`src/rtl/alu_power_managed.sv`:
```
// Parametrised ALU with a power-management controller: clock gating, state retention,
// output isolation and a sequenced wake-up of the switchable ALU domain.
module alu_power_managed #(
   parameter int WIDTH            = 8,
   parameter int IDLE_THRESHOLD   = 5,
   parameter int POWER_GATE_DELAY = 2,
   parameter int WAKE_LATENCY     = 3
) (
   input  logic             clk,
   input  logic             reset,
   input  logic             in_valid,
   output logic             in_ready,
   input  logic [WIDTH-1:0] A,
   input  logic [WIDTH-1:0] B,
   input  logic [2:0]       opcode,
   input  logic             sleep_disable,
   output logic [WIDTH-1:0] result,
   output logic             carry,
   output logic             result_valid,
   output logic             idle_detect,
   output logic             clk_gated,
   output logic             power_gated,
   output logic             iso_en,
   output logic [2:0]       power_state,
   output logic [15:0]      sleep_count
);

   localparam logic [2:0] ST_RUN     = 3'd0;
   localparam logic [2:0] ST_CG      = 3'd1;
   localparam logic [2:0] ST_SAVE    = 3'd2;
   localparam logic [2:0] ST_OFF     = 3'd3;
   localparam logic [2:0] ST_WAKE    = 3'd4;
   localparam logic [2:0] ST_RESTORE = 3'd5;

   localparam int IDLE_W = $clog2(IDLE_THRESHOLD + 1);
   localparam int GATE_W = $clog2(POWER_GATE_DELAY + 1);
   localparam int WAKE_W = $clog2(WAKE_LATENCY + 1);

   localparam logic [IDLE_W-1:0] IDLE_MAX  = IDLE_W'(IDLE_THRESHOLD);
   localparam logic [IDLE_W-1:0] IDLE_LAST = IDLE_W'(IDLE_THRESHOLD - 1);
   localparam logic [GATE_W-1:0] GATE_LAST = GATE_W'(POWER_GATE_DELAY - 1);
   localparam logic [WAKE_W-1:0] WAKE_LAST = WAKE_W'(WAKE_LATENCY - 1);

   logic [2:0]        state_q, state_d;
   logic [IDLE_W-1:0] idle_cnt_q, idle_cnt_d;
   logic [GATE_W-1:0] gate_cnt_q, gate_cnt_d;
   logic [WAKE_W-1:0] wake_cnt_q, wake_cnt_d;

   logic [WIDTH-1:0]  op_a_q, op_a_d, op_b_q, op_b_d;
   logic [2:0]        op_code_q, op_code_d;
   logic              op_valid_q, op_valid_d;

   logic [WIDTH-1:0]  alu_res_q, alu_res_d, ret_res_q, ret_res_d;
   logic              alu_carry_q, alu_carry_d, ret_carry_q, ret_carry_d;
   logic [WIDTH:0]    alu_full_s;

   logic [WIDTH-1:0]  result_q, result_d;
   logic              carry_q, carry_d, result_valid_q, result_valid_d;
   logic              in_ready_q, in_ready_d, idle_detect_q, idle_detect_d;
   logic              power_gated_q, power_gated_d, iso_en_q, iso_en_d;
   logic [2:0]        power_state_q, power_state_d;
   logic [15:0]       sleep_count_q, sleep_count_d;
   logic              icg_en_q, icg_en_d, icg_en_lat;

   logic              accept_s, wake_req_s;

   function automatic logic [WIDTH:0] alu_calc(input logic [WIDTH-1:0] a,
                                               input logic [WIDTH-1:0] b,
                                               input logic [2:0]       op);
      logic [WIDTH:0] r;
      r = '0;
      case (op)
         3'd0:    r = {1'b0, a} + {1'b0, b};
         3'd1:    r = {1'b0, a} - {1'b0, b};
         3'd2:    r = {1'b0, a & b};
         3'd3:    r = {1'b0, a | b};
         3'd4:    r = {1'b0, a ^ b};
         3'd5:    r = {1'b0, ~a};
         3'd6:    r = {1'b0, a[WIDTH-2:0], 1'b0};
         3'd7:    r = {2'b00, a[WIDTH-1:1]};
         default: r = '0;
      endcase
      return r;
   endfunction

   assign accept_s   = in_valid & (state_q == ST_RUN);
   assign wake_req_s = in_valid | sleep_disable;
   assign alu_full_s = alu_calc(op_a_q, op_b_q, op_code_q);

   // Power sequencing FSM; counters clear whenever their state is left.
   always_comb begin
      state_d    = state_q;
      idle_cnt_d = '0;
      gate_cnt_d = '0;
      wake_cnt_d = '0;
      case (state_q)
         ST_RUN: begin
            if (accept_s) begin
               idle_cnt_d = '0;
            end else begin
               idle_cnt_d = (idle_cnt_q < IDLE_MAX) ? idle_cnt_q + IDLE_W'(1) : idle_cnt_q;
               if (!sleep_disable && (idle_cnt_q >= IDLE_LAST)) begin
                  state_d = ST_CG;
               end else begin
                  state_d = ST_RUN;
               end
            end
         end
         ST_CG: begin
            if (wake_req_s) begin
               state_d = ST_RUN;
            end else if (gate_cnt_q == GATE_LAST) begin
               state_d = ST_SAVE;
            end else begin
               gate_cnt_d = gate_cnt_q + GATE_W'(1);
            end
         end
         ST_SAVE:    state_d = wake_req_s ? ST_WAKE : ST_OFF;
         ST_OFF:     state_d = wake_req_s ? ST_WAKE : ST_OFF;
         ST_WAKE: begin
            if (wake_cnt_q == WAKE_LAST) begin
               state_d = ST_RESTORE;
            end else begin
               wake_cnt_d = wake_cnt_q + WAKE_W'(1);
            end
         end
         ST_RESTORE: state_d = ST_RUN;
         default:    state_d = ST_RUN;
      endcase
   end

   // Operand stage, switchable-domain result, and retention capture/restore.
   always_comb begin
      if (accept_s) begin
         op_a_d    = A;
         op_b_d    = B;
         op_code_d = opcode;
      end else begin
         op_a_d    = op_a_q;
         op_b_d    = op_b_q;
         op_code_d = op_code_q;
      end
      op_valid_d = accept_s;

      if (state_q == ST_RESTORE) begin
         alu_res_d   = ret_res_q;
         alu_carry_d = ret_carry_q;
      end else if (state_q == ST_OFF) begin
         alu_res_d   = '0;
         alu_carry_d = 1'b0;
      end else if (op_valid_q) begin
         alu_res_d   = alu_full_s[WIDTH-1:0];
         alu_carry_d = (op_code_q == 3'd0 || op_code_q == 3'd1) ? alu_full_s[WIDTH] : 1'b0;
      end else begin
         alu_res_d   = alu_res_q;
         alu_carry_d = alu_carry_q;
      end

      if ((state_q == ST_CG) && (state_d == ST_SAVE)) begin
         ret_res_d   = alu_res_q;
         ret_carry_d = alu_carry_q;
      end else begin
         ret_res_d   = ret_res_q;
         ret_carry_d = ret_carry_q;
      end
   end

   // Output decode from the next state so every output comes straight off a flop.
   always_comb begin
      in_ready_d    = (state_d == ST_RUN);
      idle_detect_d = (state_d != ST_RUN);
      power_gated_d = (state_d == ST_OFF);
      iso_en_d      = (state_d == ST_SAVE) || (state_d == ST_OFF) ||
                      (state_d == ST_WAKE) || (state_d == ST_RESTORE);
      power_state_d = state_d;
      icg_en_d      = (state_d == ST_RUN) || (state_d == ST_RESTORE);

      if (iso_en_d) begin
         result_d = ret_res_d;
         carry_d  = ret_carry_d;
      end else begin
         result_d = alu_res_d;
         carry_d  = alu_carry_d;
      end
      result_valid_d = op_valid_q & ~iso_en_d;

      if ((state_d == ST_OFF) && (state_q != ST_OFF) && (sleep_count_q != 16'hFFFF)) begin
         sleep_count_d = sleep_count_q + 16'd1;
      end else begin
         sleep_count_d = sleep_count_q;
      end
   end

   // All state, datapath and output registers.
   always_ff @(posedge clk or negedge reset) begin
      if (!reset) begin
         state_q        <= ST_RUN;
         idle_cnt_q     <= '0;
         gate_cnt_q     <= '0;
         wake_cnt_q     <= '0;
         op_a_q         <= '0;
         op_b_q         <= '0;
         op_code_q      <= 3'd0;
         op_valid_q     <= 1'b0;
         alu_res_q      <= '0;
         alu_carry_q    <= 1'b0;
         ret_res_q      <= '0;
         ret_carry_q    <= 1'b0;
         result_q       <= '0;
         carry_q        <= 1'b0;
         result_valid_q <= 1'b0;
         in_ready_q     <= 1'b1;
         idle_detect_q  <= 1'b0;
         power_gated_q  <= 1'b0;
         iso_en_q       <= 1'b0;
         power_state_q  <= ST_RUN;
         sleep_count_q  <= 16'd0;
         icg_en_q       <= 1'b1;
      end else begin
         state_q        <= state_d;
         idle_cnt_q     <= idle_cnt_d;
         gate_cnt_q     <= gate_cnt_d;
         wake_cnt_q     <= wake_cnt_d;
         op_a_q         <= op_a_d;
         op_b_q         <= op_b_d;
         op_code_q      <= op_code_d;
         op_valid_q     <= op_valid_d;
         alu_res_q      <= alu_res_d;
         alu_carry_q    <= alu_carry_d;
         ret_res_q      <= ret_res_d;
         ret_carry_q    <= ret_carry_d;
         result_q       <= result_d;
         carry_q        <= carry_d;
         result_valid_q <= result_valid_d;
         in_ready_q     <= in_ready_d;
         idle_detect_q  <= idle_detect_d;
         power_gated_q  <= power_gated_d;
         iso_en_q       <= iso_en_d;
         power_state_q  <= power_state_d;
         sleep_count_q  <= sleep_count_d;
         icg_en_q       <= icg_en_d;
      end
   end

   // Integrated clock gate: enable is captured while clk is low so the gated clock never glitches.
   always_latch begin
      if (!clk) begin
         icg_en_lat = icg_en_q;
      end
   end

   assign clk_gated    = clk & icg_en_lat;
   assign in_ready     = in_ready_q;
   assign result       = result_q;
   assign carry        = carry_q;
   assign result_valid = result_valid_q;
   assign idle_detect  = idle_detect_q;
   assign power_gated  = power_gated_q;
   assign iso_en       = iso_en_q;
   assign power_state  = power_state_q;
   assign sleep_count  = sleep_count_q;

endmodule

```
`config.mk`:
```
export PLATFORM = sky130hd
export DESIGN_NAME = alu_power_managed
export DESIGN_NICKNAME = d
export VERILOG_FILES = /design/src/rtl/alu_power_managed.sv
export SDC_FILE = /design/constraint.sdc
export NUM_CORES = 1
export LEC_CHECK = 0
export CAP_MARGIN = 10
export CORE_MARGIN = 10
export CORE_UTILIZATION = 57
export CTS_BUF_LIST = sky130_fd_sc_hd__clkbuf_4 sky130_fd_sc_hd__clkbuf_8
export CTS_CLUSTER_DIAMETER = 100
export DETAILED_ROUTE_END_ITERATION = 6
export PLACE_DENSITY = 0.88
export SKIP_CTS_REPAIR_TIMING = 1
export SYNTH_ARGS = -nofsm -noshare
export SYNTH_HDL_FRONTEND = slang
export SYNTH_SLANG_ARGS = --single-unit
```
`constraint.sdc`:
```
create_clock -name clk -period 5.2 [get_ports clk]
set_clock_uncertainty 0.15 [all_clocks]
set_input_delay 0.52 -clock clk [delete_from_list [all_inputs] [get_ports clk]]
set_output_delay 0.52 -clock clk [all_outputs]
set_load 0.02 [all_outputs]
```
* Word-level counts from Yosys, hierarchy flattened
Index checks and enable logic that the tools add are counted.
** Operators by class
- Muxes and demuxes :: 28
- $add $sub $neg :: 6
- Order comparisons :: 2
- Multipliers :: 0
- Shift operators :: 0
- Bitwise operators :: 9
- Divide/modulo/power cells :: 0
- Reductions and logical operators :: 15
- Equality and inequality tests :: 21
** Operators with widths (number)
- one-hot mux 9 bit (8 select lines) :: 1
- two-way mux 8 bit :: 5
- == test 3 bit (second input constant) :: 8
- two-way mux 3 bit :: 8
- == test 3 x 2 -> 1 bit (second input constant) :: 6
- adder 16 x 1 -> 16 bit (second input constant) :: 1
- inequality test 16 bit (second input constant) :: 1
- one-hot mux 3 bit (4 select lines) :: 1
- two-way mux 2 bit :: 5
- adder 8 x 8 -> 9 bit :: 1
- zero test 3 bit :: 3
- subtractor 8 x 8 -> 9 bit :: 1
- bitwise AND 8 bit :: 1
- two-way mux 1 bit :: 8
- inverter 8 bit :: 1
- OR 8 bit :: 1
- XOR 8 bit :: 1
- == test 3 x 1 -> 1 bit (second input constant) :: 2
- inequality test 3 x 2 -> 1 bit (second input constant) :: 2
- logical OR 1 bit :: 5
- adder 2 x 1 -> 2 bit (second input constant) :: 2
- logical AND 1 bit :: 4
- adder 3 x 1 -> 3 bit (second input constant) :: 1
- bitwise AND 1 bit :: 3
- other kinds (9) :: 9
** Word-level totals
- ROM bits :: 0
- Bits of input ports :: 23
- Bits in writable memories :: 0
- Memories :: 0
- Logic and storage cells :: 103
- Bits in latches :: 1
- Register bits :: 79

* Depth between registers and ports, before layout
- Depth in word-level cells :: 11
- Depth in mapped cells :: 11
- Depth with buffers taken out :: 11

==> metrics.txt <==
# TYPE chip_impl_metric gauge
chip_impl_metric{name="coreArea",unit="mm2"} 0.00773
chip_impl_metric{name="initialDrtViolationCount",unit=""} 315
chip_impl_metric{name="multiInputGateArea",unit="mm2"} 0.00236
chip_impl_metric{name="die_x",unit="um"} 109
chip_impl_info{name="startpoint_of_the_worst_register_to_register_path",value="op_code_q[2]$_DFFE_PN0P_"} 1
chip_impl_metric{name="cp_slowest_stage_delay",unit="ns"} 0.60
chip_impl_metric{name="comb_power_share",unit="%"} 26.5
chip_impl_info{name="hold_path_class",value="input port to asynchronous set/reset pin"} 1
chip_impl_info{name="reg2reg_to",value="result[4]$_DFF_PN0_"} 1
chip_impl_metric{name="r2r_slack",unit="ns"} 1.77
chip_impl_metric{name="number_of_fill_cells",unit=""} 557
chip_impl_metric{name="total_standard_cell_area_after_synthesis",unit="mm2"} 0.00455
chip_impl_metric{name="grt_first_pass_wirelength",unit="um"} 17200
chip_impl_metric{name="grt_start_max_net_pins",unit=""} 80
chip_impl_metric{name="max-slew-margin-rel",unit="%"} 36.3
chip_impl_metric{name="worst_setup_hold_path_clk_slew",unit="ns"} 0.08
chip_impl_metric{name="detail_route.wl_per_cell",unit="um"} 16.8
chip_impl_metric{name="synthCells",unit=""} 462
chip_impl_metric{name="global_route.overflow_total",unit=""} 0
chip_impl_info{name="crit_path_cell_trace",value="and2_1 -> clkdlybuf4s50_1"} 1
chip_impl_metric{name="asyncSetResetFlopFracSynth",unit="%"} 98.8
chip_impl_metric{name="total_of_flip_flops_plus_latches_after_synthesis",unit=""} 80
chip_impl_metric{name="power.switching",unit="mW"} 0.559
chip_impl_info{name="grt_setup_unrepaired",value="false"} 1
chip_impl_metric{name="die-area",unit="mm2"} 0.0120
chip_impl_metric{name="stdcell_area",unit="mm2"} 0.00541
chip_impl_metric{name="fin_tns_setup",unit="ns"} 0
chip_impl_metric{name="io_buffers",unit=""} 56
chip_impl_metric{name="flow.area_growth_from_synthesis",unit="%"} 19.0
chip_impl_metric{name="num_io_pins",unit=""} 57
chip_impl_metric{name="synthesis.area_per_instance",unit="um2"} 9.84
chip_impl_metric{name="ant_diodes",unit=""} 0
chip_impl_info{name="worstSetupPathType",value="latch to output port"} 1
chip_impl_metric{name="syn_nets",unit=""} 513
chip_impl_metric{name="drt-total-wl",unit="um"} 10500
chip_impl_info{name="cts_tree",value="built"} 1
chip_impl_metric{name="place_congestion",unit=""} 0.885
chip_impl_metric{name="post_place_cell_area",unit="mm2"} 0.00518
chip_impl_metric{name="drtPass1Iterations",unit=""} 5
chip_impl_metric{name="post_synth_edffs",unit=""} 0
chip_impl_metric{name="grt_pass1_vias",unit=""} 3635
chip_impl_metric{name="critical_path_peak_fanout",unit=""} 1
chip_impl_metric{name="finalHoldViolations",unit=""} 0
chip_impl_info{name="critPathSlowestCell",value="sky130_fd_sc_hd__clkdlybuf4s50_1"} 1
chip_impl_metric{name="post-dp-hpwl",unit="um"} 7540
chip_impl_metric{name="vias_per_cell",unit=""} 5.95
chip_impl_metric{name="via_count",unit=""} 3712
chip_impl_metric{name="final_antenna_net_count",unit=""} 0
chip_impl_metric{name="post_synth_num_cell_types",unit=""} 63
chip_impl_metric{name="leakage",unit="nW"} 2.43
chip_impl_info{name="outcome",value="complete, no violations"} 1
chip_impl_metric{name="number_of_design_rule_violations_left_after_detail_routing",unit=""} 0
chip_impl_metric{name="grt_antenna_before_repair",unit=""} 0
chip_impl_metric{name="worst_path_required_time",unit="ns"} 4.53
chip_impl_metric{name="design.final.nets",unit=""} 568
chip_impl_metric{name="worstMarginPinSlew",unit="ns"} 0.956
chip_impl_metric{name="regArea",unit="mm2"} 0.00199
chip_impl_metric{name="initial_core_util",unit="%"} 58.9
chip_impl_metric{name="core.rowCount",unit=""} 32
chip_impl_metric{name="clk_latency",unit="ns"} 0.47
chip_impl_metric{name="pwr-share-seq",unit="%"} 42.0
chip_impl_metric{name="power_frac_clock",unit="%"} 31.5
chip_impl_metric{name="max_cap_viol_count",unit=""} 0
chip_impl_metric{name="internal_power",unit="mW"} 1.18
chip_impl_metric{name="die_height",unit="um"} 109
chip_impl_metric{name="swShare",unit="%"} 32.1
chip_impl_metric{name="max-vdd-ir-drop",unit="mV"} 0.150
chip_impl_metric{name="track_usage",unit="%"} 18.2
chip_impl_metric{name="reg2reg_depth",unit=""} 8
chip_impl_metric{name="finalSetupViolations",unit=""} 0
chip_impl_metric{name="final_max_slew_viol_count",unit=""} 0
chip_impl_metric{name="yosys_warnings",unit=""} 0
chip_impl_metric{name="final_layout_size_suffix_gt1_share",unit="%"} 10.3
chip_impl_metric{name="worstPathArrival",unit="ns"} 4.17
chip_impl_info{name="ys.flop_type",value="sky130_fd_sc_hd__dfrtp_1"} 1
chip_impl_metric{name="powerDensity",unit="mW/mm2"} 321
chip_impl_info{name="critical_path.startpoint_type",value="latch"} 1
chip_impl_info{name="worstSetupEndpointType",value="output port"} 1
-- state kept, by name, indices dropped and copies added (netlist names), 2 cells and up --
name / cells
ret_res_q: 8
gate_cnt_q: 2
wake_cnt_q: 2
sleep_count: 16
op_a_q: 8
op_code_q: 3
op_b_q: 8
idle_cnt_q: 3
result: 8
power_state: 3
alu_res_q: 8
-- worst max-delay path by stage --
stage,slack [ns],depth (start not counted),endpoint,start
detailed placement,0.87,2,clk_gated,icg_en_lat$_DLATCH_N_
floorplan,1.35,1,clk_gated,icg_en_lat$_DLATCH_N_
global route,0.28,2,clk_gated,icg_en_lat$_DLATCH_N_
finish,0.36,2,clk_gated,icg_en_lat$_DLATCH_N_
CTS,0.34,2,clk_gated,icg_en_lat$_DLATCH_N_
global placement,0.88,2,clk_gated,icg_en_lat$_DLATCH_N_
-- cell families (layout without fill, tap and decap cells) --
| group | after synthesis | count (layout) | share of synthesized area, % |
|---|---|---|---|
| buffers and inverters | 50 | 110 | 4.40 |
| AND/OR/NAND/NOR | 147 | 147 | 16.5 |
| XOR/XNOR | 24 | 24 | 4.62 |
| latches | 1 | 1 | 0.330 |
| multiplexers | 24 | 24 | 7.02 |
| adder cells (fa/ha/maj) | 28 | 28 | 7.87 |
| flip-flops | 79 | 79 | 43.5 |
| AO/OA/AOI/OAI | 109 | 109 | 15.7 |
-- stage by stage --
stage / utilization (%) / std cells / hold slack [ns] / total power, mW / setup WS (ns)
global placement: 67.0 / 605 / 0.257 / 1.20 / 0.877
global route: 70.0 / 624 / 0.120 / 1.84 / 0.285
finish: 70.0 / 624 / 0.0283 / 1.74 / 0.364
CTS: 70.0 / 624 / 0.0886 / 1.74 / 0.337
floorplan: - / 462 / 0.0744 / 1.05 / 1.35
detailed placement: 67.0 / 605 / 0.268 / 1.22 / 0.873
-- cells in the mapped netlist (all sizes together), types with 2 or more instances --
cell type | number | area share (%)
o21a | 3 | 0.50
mux2 | 13 | 3.2
a21oi | 12 | 1.3
a211oi | 5 | 0.83
nand4 | 8 | 1.1
nand3 | 8 | 0.88
o211ai | 6 | 0.99
nor2b | 5 | 0.69
mux2i | 6 | 1.3
o2bb2ai | 2 | 0.39
dfstp | 2 | 1.2
a32oi | 2 | 0.39
and3 | 2 | 0.28
a21boi | 3 | 0.50
o31ai | 3 | 0.50
inv | 33 | 2.7
nor4 | 3 | 0.74
and3b | 2 | 0.39
nor3b | 3 | 0.61
xnor2 | 18 | 3.5
and2 | 2 | 0.28
o22ai | 2 | 0.28
and4 | 2 | 0.39
o31a | 2 | 0.39
buf | 5 | 0.69
a22oi | 6 | 0.99
o21ai | 40 | 4.4
nor3 | 9 | 1.2
nor2 | 25 | 2.1
a31o | 2 | 0.39
clkbuf | 12 | 0.99
mux4 | 5 | 2.5
a31oi | 11 | 1.5
dfrtp | 77 | 42
ha | 27 | 7.4
nand2b | 12 | 1.7
xor2 | 6 | 1.2
nand2 | 58 | 4.8
or4 | 3 | 0.50
-- power by group through the flow --
stage               logic, mW  registers (mW)  clock network (mW)
floorplan               0.285           0.752              0.0166
global placement        0.435           0.737              0.0312
detailed placement      0.451           0.741              0.0312
CTS                     0.457           0.729               0.554
global route            0.509           0.739               0.588
finish                  0.461           0.730               0.548
-- worst max-delay path: cells and delay by family (launching register included) --
family	cells	cell delay (ns)
AND/OR/NAND/NOR	1	0.11
buffers and inverters	1	0.60
latches	1	0.39
-- layout make-up --
type / instances / share of cell area, %
multi-input cells: 332 / 43.6
flip-flops and latches: 80 / 36.9
repair buffers: 57 / 10.4
clock buffers: 14 / 3.38
well taps: 102 / 2.36
inverters: 33 / 2.29
clock inverters: 6 / 1.09
-- cells in the final DEF, fill, tap and decap left out, drive strengths merged, types with 8 or more instances in the layout --
master         synthesis  routed
dfrtp                 77      77
nand2                 58      58
clkdlybuf4s50          0      55
o21ai                 40      40
inv                   33      34
ha                    27      27
nor2                  25      25
xnor2                 18      18
mux2                  13      13
clkbuf                12      13
nand2b                12      12
a21oi                 12      12
a31oi                 11      11
nor3                   9       9
nand3                  8       8
nand4                  8       8
-- layer usage --
layer / up-vias / routed length (um) / track usage [%]
met4: 0 / 307 / 9.29
met3: 40 / 734 / 6.20
met2: 163 / 5080 / 29.6
met5: - / 0 / 0
li1: 1751 / - / -
met1: 1758 / 4340 / 21.0
Power figures use the tool's default switching activity.
